### config.mk
export PLATFORM = sky130hd
export DESIGN_NAME = tank_shell_engine
export DESIGN_NICKNAME = d
export VERILOG_FILES = /design/src/rtl/tank_shell_engine.sv
export SDC_FILE = /design/constraint.sdc
export NUM_CORES = 1
export LEC_CHECK = 0
export CORE_MARGIN = 1.5
export CORE_UTILIZATION = 42
export CTS_CLUSTER_SIZE = 12
export DETAILED_ROUTE_END_ITERATION = 6
export DONT_BUFFER_PORTS = 1
export PLACE_DENSITY = 0.67
export REMOVE_ABC_BUFFERS = 1
export SYNTH_ARGS = -nofsm -noshare
export SYNTH_HDL_FRONTEND = slang
export SYNTH_SLANG_ARGS = --single-unit
### constraint.sdc
create_clock -name clk -period 3.2 [get_ports clk]
set_clock_uncertainty 0.15 [all_clocks]
set_input_delay 0.64 -clock clk [delete_from_list [all_inputs] [get_ports clk]]
set_output_delay 0.64 -clock clk [all_outputs]
set_load 0.005 [all_outputs]
### src/rtl/tank_shell_engine.sv
// Shell-flight engine: debounces the fire/power buttons, animates the shell across
// the 8 digit columns and hands the hit result to the state memory on an active-low strobe.
module tank_shell_engine #(
  parameter int unsigned DEBOUNCE_CYCLES = 16,
  parameter int unsigned STEP_CYCLES     = 4,
  parameter int unsigned MAX_POWER       = 7
) (
  input  logic       clk,
  input  logic       rst,
  input  logic       fire_btn_n,
  input  logic       power_up,
  input  logic       power_down,
  input  logic       turn,
  input  logic [3:0] tank1_location,
  input  logic [3:0] tank2_location,
  input  logic [1:0] tank1_life,
  input  logic [1:0] tank2_life,
  output logic       fire,
  output logic       hit,
  output logic [7:0] shell_pos,
  output logic [2:0] power,
  output logic       busy
);

  localparam int unsigned DB_W   = (DEBOUNCE_CYCLES > 1) ? $clog2(DEBOUNCE_CYCLES) : 1;
  localparam int unsigned STEP_W = (STEP_CYCLES > 1) ? $clog2(STEP_CYCLES) : 1;

  typedef enum logic [1:0] {IDLE, FLIGHT, REPORT, RELEASE} state_t;

  // Debounce: index 2 = fire (idles high), 1 = up, 0 = down
  logic [2:0]      raw, db, flip_c;
  logic [DB_W-1:0] db_cnt [3];
  logic            fire_pulse, up_pulse, down_pulse;

  assign raw = {fire_btn_n, power_up, power_down};

  always_comb begin
    for (int i = 0; i < 3; i++) begin
      flip_c[i] = (raw[i] != db[i]) && (db_cnt[i] == DB_W'(DEBOUNCE_CYCLES - 1));
    end
  end

  always_ff @(posedge clk) begin
    if (rst) begin
      db         <= 3'b100;
      fire_pulse <= 1'b0;
      up_pulse   <= 1'b0;
      down_pulse <= 1'b0;
      for (int i = 0; i < 3; i++) db_cnt[i] <= '0;
    end else begin
      for (int i = 0; i < 3; i++) begin
        if (raw[i] == db[i] || flip_c[i]) db_cnt[i] <= '0;
        else                              db_cnt[i] <= db_cnt[i] + DB_W'(1);
        if (flip_c[i]) db[i] <= ~db[i];
      end
      fire_pulse <= flip_c[2] & db[2];
      up_pulse   <= flip_c[1] & ~db[1];
      down_pulse <= flip_c[0] & ~db[0];
    end
  end

  // Highest set bit of a location; caller checks for the all-zero case
  function automatic logic [1:0] hi_idx(input logic [3:0] v);
    if (v[3])      hi_idx = 2'd3;
    else if (v[2]) hi_idx = 2'd2;
    else if (v[1]) hi_idx = 2'd1;
    else           hi_idx = 2'd0;
  endfunction

  state_t            state, state_n;
  logic [2:0]        col, col_n, tgt, tgt_n, remaining, rem_n, power_n;
  logic              dir_up, dir_n, rep_cnt, rep_n, hit_n, fire_n, busy_n;
  logic [STEP_W-1:0] step_cnt, step_n;
  logic [7:0]        shell_n;
  logic [2:0]        t1_col_c, t2_col_c;
  logic              last_c, launch_ok_c;

  assign t1_col_c    = {1'b1, hi_idx(tank1_location)};
  assign t2_col_c    = {1'b0, hi_idx(tank2_location)};
  assign launch_ok_c = (|tank1_life) && (|tank2_life) && (|tank1_location) && (|tank2_location);
  assign last_c      = (remaining == 3'd1) || (dir_up && col == 3'd7) || (!dir_up && col == 3'd0);

  always_comb begin
    state_n = state;
    col_n   = col;
    tgt_n   = tgt;
    dir_n   = dir_up;
    rem_n   = remaining;
    step_n  = step_cnt;
    rep_n   = rep_cnt;
    power_n = power;
    hit_n   = hit;
    case (state)
      IDLE: begin
        hit_n = 1'b0;
        if (up_pulse && !down_pulse && power != 3'(MAX_POWER)) power_n = power + 3'd1;
        else if (down_pulse && !up_pulse && power != 3'd1)     power_n = power - 3'd1;
        if (fire_pulse && launch_ok_c) begin
          state_n = FLIGHT;
          dir_n   = turn;
          col_n   = turn ? t2_col_c + 3'd1 : t1_col_c - 3'd1;
          tgt_n   = turn ? t1_col_c : t2_col_c;
          rem_n   = power;
          step_n  = '0;
        end
      end
      FLIGHT: begin
        if (step_cnt == STEP_W'(STEP_CYCLES - 1)) begin
          step_n = '0;
          if (last_c) begin
            state_n = REPORT;
            rep_n   = 1'b0;
            hit_n   = (col == tgt);
          end else begin
            col_n = dir_up ? col + 3'd1 : col - 3'd1;
            rem_n = remaining - 3'd1;
          end
        end else begin
          step_n = step_cnt + STEP_W'(1);
        end
      end
      REPORT: begin
        if (rep_cnt) begin
          state_n = RELEASE;
          hit_n   = 1'b0;
        end else begin
          rep_n = 1'b1;
        end
      end
      RELEASE: begin
        hit_n = 1'b0;
        if (db[2]) state_n = IDLE;
      end
      default: state_n = IDLE;
    endcase
    // Outputs are registered from the next state so they align with the state register
    fire_n  = (state_n != REPORT);
    busy_n  = (state_n != IDLE);
    shell_n = (state_n == FLIGHT || state_n == REPORT) ? (8'b1 << col_n) : 8'b0;
  end

  always_ff @(posedge clk) begin
    if (rst) begin
      state     <= IDLE;
      col       <= '0;
      tgt       <= '0;
      dir_up    <= 1'b0;
      remaining <= '0;
      step_cnt  <= '0;
      rep_cnt   <= 1'b0;
      power     <= 3'd3;
      hit       <= 1'b0;
      fire      <= 1'b1;
      busy      <= 1'b0;
      shell_pos <= '0;
    end else begin
      state     <= state_n;
      col       <= col_n;
      tgt       <= tgt_n;
      dir_up    <= dir_n;
      remaining <= rem_n;
      step_cnt  <= step_n;
      rep_cnt   <= rep_n;
      power     <= power_n;
      hit       <= hit_n;
      fire      <= fire_n;
      busy      <= busy_n;
      shell_pos <= shell_n;
    end
  end

endmodule

======== Word-level counts from Yosys, hierarchy flattened ========
Memory sizes are Yosys's and may differ from the RTL's.
Index checks and enable logic that the tools add are counted.
word-level totals
  register bits after elaboration ......... 35
  memory bits (writable) .................. 12
  input port bits ......................... 18
  output and inout bits ................... 14
  logic and storage cells ................. 171
  memories kept ........................... 1
memories
  name    depth  width  rd ports  clocked after memory_dff  write ports  RTL line  source
  db_cnt  3      4      3         0                         3            32        logic [DB_W-1:0] db_cnt [3];
operators by class
  add/sub/neg operators ................... 11
  equal/unequal tests ..................... 26
  shift operators ......................... 1
  mux-type cells .......................... 61
  bitwise logic cells ..................... 13
  reduce and logical (&&, ||, !) cells .... 40
operators with widths
  cell                                              number
  two-way mux 3 bit                                 11
  two-way mux 1 bit                                 27
  two-way mux 4 bit                                 6
  two-way mux 2 bit                                 11
  logical AND 1 bit                                 13
  adder 4 x 1 -> 4 bit, second input constant       3
  == test 4 bit, second input constant              3
  != test 2 bit, second input constant              6
  case mux 3 bit (2 select lines)                   2
  subtractor 3 x 1 -> 3 bit, second input constant  4
  == test 2 bit, second input constant              4
  case mux 2 bit (4 select lines)                   1
  nonzero test 2 bit                                4
  OR reduction 2 bit                                4
  OR reduction 4 bit                                2
  left shift 1 x 3 -> 8 bit, first input constant   1
  adder 3 x 1 -> 3 bit, second input constant       2
  logical OR 1 bit                                  6
  OR 1 bit                                          6
  AND reduction 2 bit                               3
  AND reduction 3 bit                               2
  == test 2 x 1 -> 1 bit, second input constant     2
  inverter 1 bit                                    4
  case mux 2 bit (2 select lines)                   1
  16 further kinds                                  24

======== Depth between registers and ports, before layout ========
Gate-level depths: netlist of the first run.
  depth after elaboration ................. 11
  mapped depth ............................ 13
  depth with buffers taken out ............ 13

======== Worst setup path after synthesis of the first run ========
Ideal clock, no wire load.
  path type ............................... input to register
  start ................................... in tank2_location[1]
  end ..................................... reg shell_pos[2]
  setup time .............................. 65 ps
  data arrival time ....................... 2176 ps
  required time ........................... 2985 ps
  slack ................................... 809 ps
  cell stages on the path ................. 10
  buffers on the path ..................... 0
  path through ............................ nor4_1 -> a211o_1 -> nor2_1 -> a211oi_1 -> a21o_1 -> ha_1 -> nor2_1 -> and4_1 -> nand2_1 -> nor2_1
on the way
  word-level cells in the longest chain between the ends .. 9
  elaborated cells between the ends (all ways) .. 18
  classes of those cells .................. add/sub: 1; eq/ne: 2; shift: 1; mux: 8; bitwise: 1; reduce/logical: 5
RTL lines
  item                                                          RTL line  source
  start: declaration                                            15        input logic [3:0] tank2_location,
  branches (longest 9 deep; another with adder 2 x 1 -> 3 bit)  n/a
  end signal: assignment                                        168       shell_pos <= shell_n;
  end: declaration                                              20        output logic [7:0] shell_pos,
Several ways; the timed one is not identified.
A chain may end at the register's enable or synchronous reset.

==> impl_metrics.py, run 1 <==
metrics = {
    "status": {
        "outcome": "finished clean",
    },
    "clocking": {
        "cts_made_buffers": 5,
        "insertion_delay_ns": 0.29,
        "postCtsResizedCells": 0,
        "cts_tree": "done",
        "htreeDepth": 2,
        "cts.clk_slew.worst_paths_ns": 0.08,
        "root_buffer": "clkbuf_8",
        "clock_path_buffers": 2,
        "clock_sinks": 46,
        "cts_setup_buffers": 0,
        "hold_buffers": 0,
    },
    "routing": {
        "vias": 1727,
        "ant_nets": 0,
        "dr.pass1.iters": 4,
        "drcViolationCount": 0,
        "first_iter_violations": 120,
        "routedWlPerCell_um": 12.5,
        "drt-total-wl_mm": 4.13,
        "via_per_inst": 5.20,
    },
    "cells_and_area": {
        "fillers": 544,
        "antennaDiodeCount": 0,
        "final_core_util_pct": 46.3,
        "seqCellArea_um2": 1040,
        "area_growth_syn_to_layout_pct": 7.26,
        "drive_gt1_share_pct": 5.77,
        "multi_input_area_um2": 1270,
        "fin_nets": 292,
    },
    "grt": {
        "antenna_found_initial": 0,
        "gr-usage-met1_pct": 17.1,
        "grt_max_degree": 35,
        "grt_pass1_wl_mm": 6.93,
        "grt_pass1_vias": 1611,
        "grt_util_met3_pct": 4.59,
        "grt.overflow.total": 0,
        "grt_usage_pct": 14.3,
        "busiest_layer": "met2",
        "grt_use_met2_pct": 23.8,
    },
    "sta": {
        "drv_slew": 0,
        "setup_tns_ns": 0,
        "timing_hold_violations_final": 0,
        "max_freq_mhz": 406,
        "min_period_ns": 2.46,
        "fin_crit_sh_pct": 77.0,
        "hold_ws_ns": 0.259,
        "rsz0062_at_grt": "false",
        "slew_headroom_pct": 59.8,
        "worstMarginPinSlew_ns": 0.601,
        "finalSetupViolCount": 0,
    },
    "yosys": {
        "synth.area.top_cells": "dfxtp_1 (29%), edfxtp_1 (15%), ha_1 (7.4%)",
        "synth_seq_area_share_pct": 44.1,
        "syn_area_per_cell_um2": 9.44,
        "synth_top_area_cell": "dfxtp_1",
        "yosysTopAreaCellShare_pct": 28.8,
        "synth_most_common_cell": "nor2_1",
        "synth_ff_type": "dfxtp_1",
        "ys_top_cells_by_count": "nor2_1 (45), dfxtp_1 (34), ha_1 (14), nand2_1 (14)",
        "synthArstFlopShare_pct": 0,
        "ys_ff_latch": 46,
        "synth_cells": 250,
        "synth-edff-count": 12,
        "yosys_warnings": 0,
        "ys_types": 50,
        "synth_area_um2": 2360,
    },
    "floorplan": {
        "io_pins": 32,
        "start_util_pct": 43.1,
        "die_h_um": 78.0,
        "die-width_um": 78.0,
        "die_area_um2": 6080,
        "core_um2": 5470,
        "rows": 27,
    },
    "run": {
        "max-cap-violations": 0,
    },
    "place": {
        "gp_congestion": 0.760,
        "place_hpwl_mm": 3.03,
        "portBuffers": 0,
    },
    "critical_path": {
        "critPathLaunchType": "flip-flop",
        "critPathRequiredTime_ns": 3.29,
        "worstPathArrival_ns": 2.55,
        "worstSetupEndpointType": "flip-flop",
        "crit_type": "flip-flop to flip-flop",
        "cp_max_fo": 7,
    },
    "hold_path": {
        "min_path_type": "input port to flip-flop",
    },
    "pwr": {
        "leakage_nw": 1.06,
        "ir_drop_v": 0.000159,
        "total_power_mw": 0.988,
        "power_density_nw_per_um2": 390,
    },
}
[power by group]
| part | internal (mW) | switching (mW) | leakage (nW) |
|---|---|---|---|
| sequential | 0.608 | 0.00808 | 0.397 |
| combinational | 0.0203 | 0.0215 | 0.618 |
| clock | 0.146 | 0.184 | 0.0407 |
| total | 0.774 | 0.214 | 1.06 |
[logic make-up after synthesis]
kind of cell | count (synthesis) | share of synthesized area, %
other | 1 | 0.159
adder cells (fa/ha/maj) | 15 | 8.27
XOR/XNOR | 15 | 5.57
multiplexers | 9 | 3.87
AO/OA/AOI/OAI | 39 | 12.5
buffers and inverters | 22 | 3.92
flip-flops | 46 | 44.1
AND/OR/NAND/NOR | 103 | 21.6
[final cells by class]
class                           count  area share, %
Clock buffer                        5           2.72
Multi-Input combinational cell    193           50.1
Sequential cell                    46           41.1
Clock inverter                      3          0.445
Inverter                           12           1.78
Timing Repair Buffer                1          0.297
Tap cell                           72           3.56
[flip-flops by register name, indices dropped and copies added (netlist names), 2 cells and up]
register / cells
db_cnt: 12
shell_pos: 8
col: 3
db: 3
power: 3
remaining: 3
tgt: 3
state: 2
step_cnt: 2
[worst paths after layout]
path                                                 to  slack (ns)  cells after the start                start
worst min register to register      up_pulse$_SDFF_PP0_        0.32                      1   db[1]$_SDFFE_PP0P_
worst min-delay path                tgt[2]$_SDFFE_PP0P_        0.26                      1                  rst
worst max register to register  shell_pos[2]$_SDFF_PP0_        0.74                     10  tgt[2]$_SDFFE_PP0P_
worst max-delay path            shell_pos[2]$_SDFF_PP0_        0.74                     10  tgt[2]$_SDFFE_PP0P_
[per-stage QoR]
stage / worst slack, ns / area [um^2] / instances
finish: 0.736 / 2530 / 332
global route: 0.508 / 2530 / 332
CTS: 0.722 / 2530 / 332
detailed placement: 0.535 / 2450 / 324
global placement: 0.608 / 2450 / 324
floorplan: 0.812 / 2350 / 251
[per-layer routing]
layer / vias to the layer above / share of wire, %
met1: 806 / 48
li1: 886 / -
met4: 0 / 1.5
met5: - / 0
met2: 27 / 46
met3: 8 / 4.5
[critical path: stages (launching register included)]
cell and delay, ns:
dfxtp_1 0.40, or4_4 0.57, nand3_1 0.09, nand2_1 0.10
o21ai_0 0.16, a21o_1 0.18, ha_1 0.26, nor2_1 0.11
and4_1 0.19, nand2_1 0.07, nor2_1 0.11
[cell usage in the layout, fill, tap and decap left out, types with 2 or more instances in the layout]
cell type,count
a211oi_1,3
dfxtp_1,34
clkinv_1,3
a21oi_1,9
nand2b_1,7
o21bai_1,2
or3_1,2
xnor2_1,8
nor3_1,6
mux2i_1,8
or2_2,2
nor2_1,45
xor2_1,7
clkbuf_8,5
nor3b_1,3
o221ai_1,2
nand4_1,2
a211o_1,2
nand2_1,14
edfxtp_1,12
a21o_1,3
nor4_1,3
and3_1,3
a22oi_1,3
nor4b_1,3
ha_1,14
nand3_1,7
o21ai_0,5
conb_1,12
inv_1,12
Note: power is estimated with default switching activity, not from simulation.
==> inputs of run 2 (changes only) <==
- clock period: 3.2 -> 2.35 ns (I/O delays scaled with it)
==> run 2 against run 1 <==
Against the previous run:
- sequential power grew 36%
- first-iteration DRC count fell by 4.2%
- sequential share of layout area shrank 2.3 points
- critical path depth did not move
- final area up 6.1%
- wire length up 7.9%
==> impl_metrics.py, run 2 (synthesis gave the netlist of run 1 again) <==
metrics = {
    "pwr": {
        "p_int_mw": 1.07,
        "p_seq_share_pct": 60.7,
        "sw_frac_of_total_pct": 22.9,
        "comb_power_share_pct": 4.3,
        "ir_drop_v": 0.000327,
        "p_switching_mw": 0.316,
        "power_density_nw_per_um2": 515,
        "leakage_nw": 1.14,
        "p_clk_share_pct": 35.0,
    },
    "routing": {
        "drcViolationCount": 0,
        "routedWlPerCell_um": 12.9,
        "first_iter_violations": 115,
        "via_per_inst": 5.21,
        "vias": 1807,
        "dr.pass1.iters": 4,
        "drt-total-wl_mm": 4.46,
        "ant_nets": 0,
    },
    "critical_path": {
        "critPathRequiredTime_ns": 2.44,
        "ff2ff_path_depth": 10,
        "rrSetupSlack_ns": 0.08,
        "critPathLaunch": "col[0]$_SDFF_PP0_",
        "crit_path_end": "shell_pos[4]$_SDFF_PP0_",
        "worstPathArrival_ns": 2.36,
        "crit_type": "flip-flop to flip-flop",
        "worstSetupEndpointType": "flip-flop",
        "critPathLaunchType": "flip-flop",
        "r2r-start": "col[0]$_SDFF_PP0_",
        "cp_max_fo": 4,
        "r2r-end": "shell_pos[4]$_SDFF_PP0_",
    },
    "cells_and_area": {
        "largest-register": "db_cnt",
        "final_core_util_pct": 49.1,
        "reg_top3": "db_cnt x12, shell_pos x8",
        "largest_register_ff_count": 12,
        "drive_gt1_share_pct": 14.5,
        "antennaDiodeCount": 0,
        "postLayoutCellArea_um2": 2690,
        "fin_nets": 307,
        "layout_common_cells": "nor2_1 (44), dfxtp_1 (33), buf_4 (16)",
        "area_growth_syn_to_layout_pct": 13.8,
        "layout_commonest_cell": "nor2_1",
    },
    "sta": {
        "max_freq_mhz": 440,
        "min_period_ns": 2.27,
        "fin_crit_sh_pct": 96.7,
        "drv_slew": 0,
        "rsz0062_at_grt": "true",
        "timing_hold_violations_final": 0,
        "finalSetupViolCount": 0,
    },
    "floorplan": {
        "rows": 27,
        "die-width_um": 78.0,
        "die_h_um": 78.0,
        "die_area_um2": 6080,
        "io_pins": 32,
        "start_util_pct": 43.1,
        "core_um2": 5470,
    },
    "clocking": {
        "clock_path_buffers": 2,
        "cts.clk_slew.worst_paths_ns": 0.09,
        "root_buffer": "clkbuf_8",
        "clock_sinks": 46,
        "insertion_delay_ns": 0.30,
        "cts_tree": "done",
        "hold_buffers": 0,
        "cts_made_buffers": 5,
        "htreeDepth": 2,
    },
    "grt": {
        "grt.overflow.total": 0,
        "grt_usage_pct": 15.8,
        "grt_pass1_vias": 1678,
        "grt_max_degree": 35,
        "grt_pass1_wl_mm": 7.67,
        "antenna_found_initial": 0,
    },
    "place": {
        "gp_congestion": 0.795,
        "place_hpwl_mm": 3.30,
        "portBuffers": 0,
        "dpl-instance-area_um2": 2540,
    },
    "hold_path": {
        "min_path_cells": 1,
        "min_path_type": "input port to flip-flop",
    },
    "status": {
        "outcome": "finished clean",
    },
    "run": {
        "max-cap-violations": 0,
    },
}
run 2: cell types whose count changed in the layout (fill, tap and decap cells not counted), sizes merged:
cell	before	now
buf	1	16
clkinv	3	2
clkinvlp	0	1
run 2: worst min-delay path by stage:
stage                                  endpoint          startpoint
final                         col[0]$_SDFF_PP0_                 rst
after CTS                   state[0]$_SDFF_PP0_                 rst
after global placement      up_pulse$_SDFF_PP0_  db[1]$_SDFFE_PP0P_
after floorplan           down_pulse$_SDFF_PP0_  db[0]$_SDFFE_PP0P_
after global routing        state[0]$_SDFF_PP0_                 rst
after detailed placement    up_pulse$_SDFF_PP0_  db[1]$_SDFFE_PP0P_
run 2: per-layer routing:
metal | vias up | wire length (um) | GRT usage [%]
li1 | 918 | - | -
met1 | 839 | 2030 | 19.7
met2 | 42 | 2120 | 26.3
met3 | 8 | 202 | 4.00
met4 | 0 | 104 | 5.89
met5 | - | 0 | 0
run 2: timing repair:
| item | in CTS | in global routing |
|---|---|---|
| gates resized for setup | 1 | 7 |
| pin swaps | 0 | 12 |
| setup endpoints to repair | 3 | 8 |
| buffers inserted | 0 | 3 |
run 2: layout make-up:
cell class                 instances  area (um^2)
inverter                          12         45.0
tap                               72         90.1
clock inverter                     3         21.3
multi-input combinational        193         1300
timing repair buffer              16          120
sequential                        46         1040
clock buffer                       5         68.8
fill                             542         2790
run 2: power by group through the flow:
stage | Clock, mW | Sequential [mW] | Combinational, mW
after detailed placement | 0 | 0.857 | 0.0582
after global routing | 0.535 | 0.841 | 0.0682
after global placement | 0 | 0.856 | 0.0570
final | 0.484 | 0.838 | 0.0591
after floorplan | 0 | 0.854 | 0.0481
after CTS | 0.501 | 0.839 | 0.0590
run 2: per-stage QoR:
step	std cells	hold slack [ns]	setup TNS [ns]	power, mW	setup slack, ns
after detailed placement	336	0.314	-0.255	0.915	-0.0624
after CTS	344	0.0739	0	1.40	0.0150
after global placement	336	0.304	-0.0215	0.913	-0.0105
final	347	0.0773	0	1.38	0.0769
after global routing	347	0.0636	-0.276	1.44	-0.0610
after floorplan	251	0.289	0	0.902	0.0927
run 2: worst max-delay path, cell delays in order, from the launching register on:
cell,delay [ns]
dfxtp_2,0.34
or4_4,0.54
nand3_2,0.09
nand2_2,0.08
nor2_2,0.15
a21oi_2,0.06
inv_1,0.13
ha_4,0.22
a311oi_2,0.26
nand2_1,0.10
nor2_1,0.10
==> inputs of run 3 (changes only) <==
- DONT_BUFFER_PORTS: 1 -> default
- PLACE_DENSITY: 0.67 -> 0.75
==> run 3 against run 2 <==
Against the previous run:
- utilization grew 8.4 points
- first-iteration DRC count decreased by 48%
- die area unchanged
- register-to-register slack about the same
- combinational power rose by 98%
- critical endpoint is now shell_pos[2]$_SDFF_PP0_
==> impl_metrics.py, run 3 (synthesis gave the netlist of run 1 again) <==
metrics = {
    "cells_and_area": {
        "fillers": 474,
        "antennaDiodeCount": 0,
        "drive_gt1_share_pct": 17.0,
        "layout_commonest_cell": "nor2_1",
        "reg_top3": "db_cnt x12, shell_pos x8",
        "fin_nets": 350,
        "largest-register": "db_cnt",
        "layout_common_cells": "nor2_1 (43), dfxtp_1 (32), buf_4 (28)",
        "largest_register_ff_count": 12,
        "postLayoutCellArea_um2": 3150,
        "area_growth_syn_to_layout_pct": 33.4,
        "final_cells": 390,
    },
    "floorplan": {
        "core_um2": 5470,
        "die_area_um2": 6080,
        "die-width_um": 78.0,
        "io_pins": 32,
        "rows": 27,
        "start_util_pct": 43.1,
        "die_h_um": 78.0,
    },
    "critical_path": {
        "critPathLaunchType": "input port",
        "r2r-start": "tgt[2]$_SDFFE_PP0P_",
        "critPathLaunch": "tank1_location[3]",
        "rrSetupSlack_ns": 0.07,
        "worstSetupEndpointType": "flip-flop",
        "worstPathArrival_ns": 2.38,
        "cp_max_fo": 6,
        "critPathRequiredTime_ns": 2.43,
        "crit_type": "input port to flip-flop",
    },
    "sta": {
        "slew_headroom_pct": 61.5,
        "drv_slew": 0,
        "finalSetupViolCount": 0,
        "rsz0062_at_grt": "true",
        "min_period_ns": 2.30,
        "setup_tns_ns": 0,
        "timing_hold_violations_final": 0,
        "max_freq_mhz": 435,
        "fin_crit_sh_pct": 97.8,
        "worstMarginPinSlew_ns": 0.576,
    },
    "routing": {
        "route.met3.wl_um": 107,
        "dr.pass1.iters": 4,
        "wl_met1_mm": 2.29,
        "routedWlPerCell_um": 12.2,
        "ant_nets": 0,
        "wl_met2_mm": 2.32,
        "drcViolationCount": 0,
        "via_per_inst": 4.94,
        "vias": 1928,
        "first_iter_violations": 60,
        "highest_layer": "met4",
        "drt-total-wl_mm": 4.76,
    },
    "place": {
        "post-place-cells": 378,
        "gp_congestion": 0.799,
        "dpl-instance-area_um2": 2930,
        "place_hpwl_mm": 3.54,
        "portBuffers": 31,
    },
    "grt": {
        "grt_pass1_wl_mm": 8.29,
        "grt_pass1_vias": 1872,
        "grt_max_degree": 14,
        "grt.overflow.total": 0,
        "antenna_found_initial": 0,
        "grt_usage_pct": 17.1,
    },
    "clocking": {
        "cts.clk_slew.worst_paths_ns": 0.08,
        "insertion_delay_ns": 0.29,
        "clock_path_buffers": 2,
        "clock_sinks": 46,
        "root_buffer": "clkbuf_8",
        "cts_tree": "done",
        "hold_buffers": 0,
        "htreeDepth": 2,
        "cts_made_buffers": 5,
    },
    "hold_path": {
        "min_path_type": "flip-flop to flip-flop",
        "min_from": "db[0]$_SDFFE_PP0P_",
    },
    "run": {
        "max-cap-violations": 0,
    },
    "pwr": {
        "ir_drop_v": 0.000255,
        "leakage_nw": 1.37,
        "total_power_mw": 1.53,
        "power_density_nw_per_um2": 485,
    },
    "status": {
        "outcome": "finished clean",
    },
}
-- run 3: final timing paths --
kind	to	cells past startpoint
worst max register to register	shell_pos[7]$_SDFF_PP0_	10
worst min-delay path	down_pulse$_SDFF_PP0_	1
worst max-delay path	shell_pos[2]$_SDFF_PP0_	8
worst min register to register	down_pulse$_SDFF_PP0_	1
-- run 3: final cells by class --
type / count / area [um^2] / share of cell area, %
Clock inverter: 1 / 30.0 / 0.954
Clock buffer: 7 / 76.3 / 2.43
Multi-Input combinational cell: 193 / 1330 / 42.3
Tap cell: 72 / 90.1 / 2.86
Inverter: 12 / 45.0 / 1.43
Sequential cell: 46 / 1040 / 33.2
Timing Repair Buffer: 59 / 529 / 16.8
-- run 3: per-layer routing --
metal | vias up | GRT usage [%]
met2 | 31 | 29.1
met3 | 5 | 3.18
li1 | 997 | -
met5 | - | 0
met4 | 0 | 4.82
met1 | 895 | 22.0
-- run 3: timing repair --
item / in CTS / in global routing
buffers inserted: 2 / 2
setup endpoints to repair: 9 / 9
pin swaps: 8 / 14
gates resized for setup: 7 / 17
-- run 3: stage by stage --
stage | hold WS, ns | utilization, % | setup slack, ns
floorplan | 0.289 | - | 0.0927
global placement | 0.301 | 53.6 | -0.398
detailed placement | 0.312 | 53.6 | -0.440
CTS | 0.324 | 56.2 | 0.00612
global route | 0.334 | 57.5 | -0.0756
finish | 0.324 | 57.5 | 0.0515
-- run 3: worst max-delay path, cell delays in order --
cell and delay (ns):
clkdlybuf4s50_1 0.48, nor2_1 0.07, a211o_1 0.27, buf_4 0.17, o22ai_2 0.18, a21bo_1 0.25, a221o_1 0.36, nor2_1 0.12
-- run 3: power by group --
group | leakage [nW] | switching [mW] | internal (mW)
Combinational | 0.922 | 0.0538 | 0.0630
Clock | 0.0524 | 0.253 | 0.318
Sequential | 0.398 | 0.0105 | 0.827
==> patch: new RTL, config.mk and constraints of run 2 <==
Reset style: asynchronous (`rst`), changed in 2 clocked blocks.
--- a/src/rtl/tank_shell_engine.sv
+++ b/src/rtl/tank_shell_engine.sv
@@ -40,7 +40,7 @@
     end
   end
 
-  always_ff @(posedge clk) begin
+  always_ff @(posedge clk or posedge rst) begin
     if (rst) begin
       db         <= 3'b100;
       fire_pulse <= 1'b0;
@@ -139,7 +139,7 @@
     shell_n = (state_n == FLIGHT || state_n == REPORT) ? (8'b1 << col_n) : 8'b0;
   end
 
-  always_ff @(posedge clk) begin
+  always_ff @(posedge clk or posedge rst) begin
     if (rst) begin
       state     <= IDLE;
       col       <= '0;
Formal check against the unedited RTL: no difference found for any inputs over 10 cycles, from zero or initial values and one cycle with rst high; that may be too few to reach the edited logic, so the function may still have changed.
==> patch against run 2 <==
The run now ends with negative setup slack left; maximum frequency decreased by 12%; largest cell class unchanged; worst setup slack got worse by 0.32 ns; routed wire length grew 11%; sequential cell count did not move; highest routed layer unchanged; synthesized area up 1.4%; design area is 4.7% higher.
Power is not compared: it rests on default switching activity, and its combinational part moved more than twofold at a synthesized area within 25%.
==> patch: results (changes against run 2) <==
| Result | This run | Delta |
|:---|:---|:---|
| Met3 Resource Use GR | 5.58% | +1.6 points |
| Met1 routing resource usage after global routing | 21.3% | +1.6 points |
| Number of nets at the end of the flow | 298 | -2.9% |
| Initial drt markers | 80 | -30% |
| Number of non-clock buffers | 29 | +13 |
| Top cell type's share of synthesized area | 43.9% | +15 points |
| Met2 usage in global routing | 28.6% | +2.3 points |
| Routed length on met2 | 2350 um | +11% |
| Count of multi-input combinational gates | 162 | -16% |
| Area after detailed placement | 2650 sq um | +4.4% |
| Data-path buffer share of cell area in the final layout | 7.75% | +3.3 points |
| Wirelength per Cell | 14.6 um | +13% |
| Unique cell type count in the Yosys netlist | 42 | -16% |
| Average instance area after synthesis | 10.2 sq um | +7.8% |
| Total via count after detailed routing | 1823 | +0.89% |
| Setup slack after layout | -0.238 ns | -0.315 ns |
| Violated checks | negative setup slack |  |
| Post-route setup TNS | -1.11 ns | -1.11 ns |
| Outcome | complete, but fails checks |  |
| Final setup violating endpoints | 8 | +8 |
| Met3 wire len | 334 um | +65% |
| Crit Reg-Reg Endpoint | shell_pos[2]$_DFF_PP0_ |  |
| Wire length on met1 | 2120 um | +4.1% |
| Worst hold slack after final layout | 0.0259 ns | -0.0514 ns |
| All-layer global routing usage | 17.6% | +1.8 points |
| Filler instances | 496 | -8.5% |
## patch: cell count changes after synthesis, sizes merged, moves of 4 or more
cell and change:
nand2 -6, inv +9, edfxtp -12, dfxtp -34, o21ai +8, nor2 -21, nor3 +6, dfstp +4
nor3b +5, mux2i -7, dfrtp +42
## patch: logic make-up (layout without fill, tap and decap cells)
family,after synthesis,in the layout,share of synthesized area (%)
buf+inv,27,58,4.34
flops,46,46,48.3
xor+xnor,15,15,5.49
fa+ha+maj,15,15,8.16
compound gates,46,46,13.3
simple gates,82,82,18.6
mux,4,4,1.83
## patch: critical path, delay by kind of cell, from the launching register on
kind / cells / cell delay [ns]
AOI/OAI and AO/OA: 3 / 0.51
adders and majority gates: 1 / 0.25
DFF: 1 / 0.38
and+or+nand+nor: 4 / 1.22
## patch: repair_timing
action	in CTS	in global routing
setup buffers	4	0
pin swaps	5	1
cloned	0	0
setup endpoints to repair	8	8
gates resized for setup	5	2
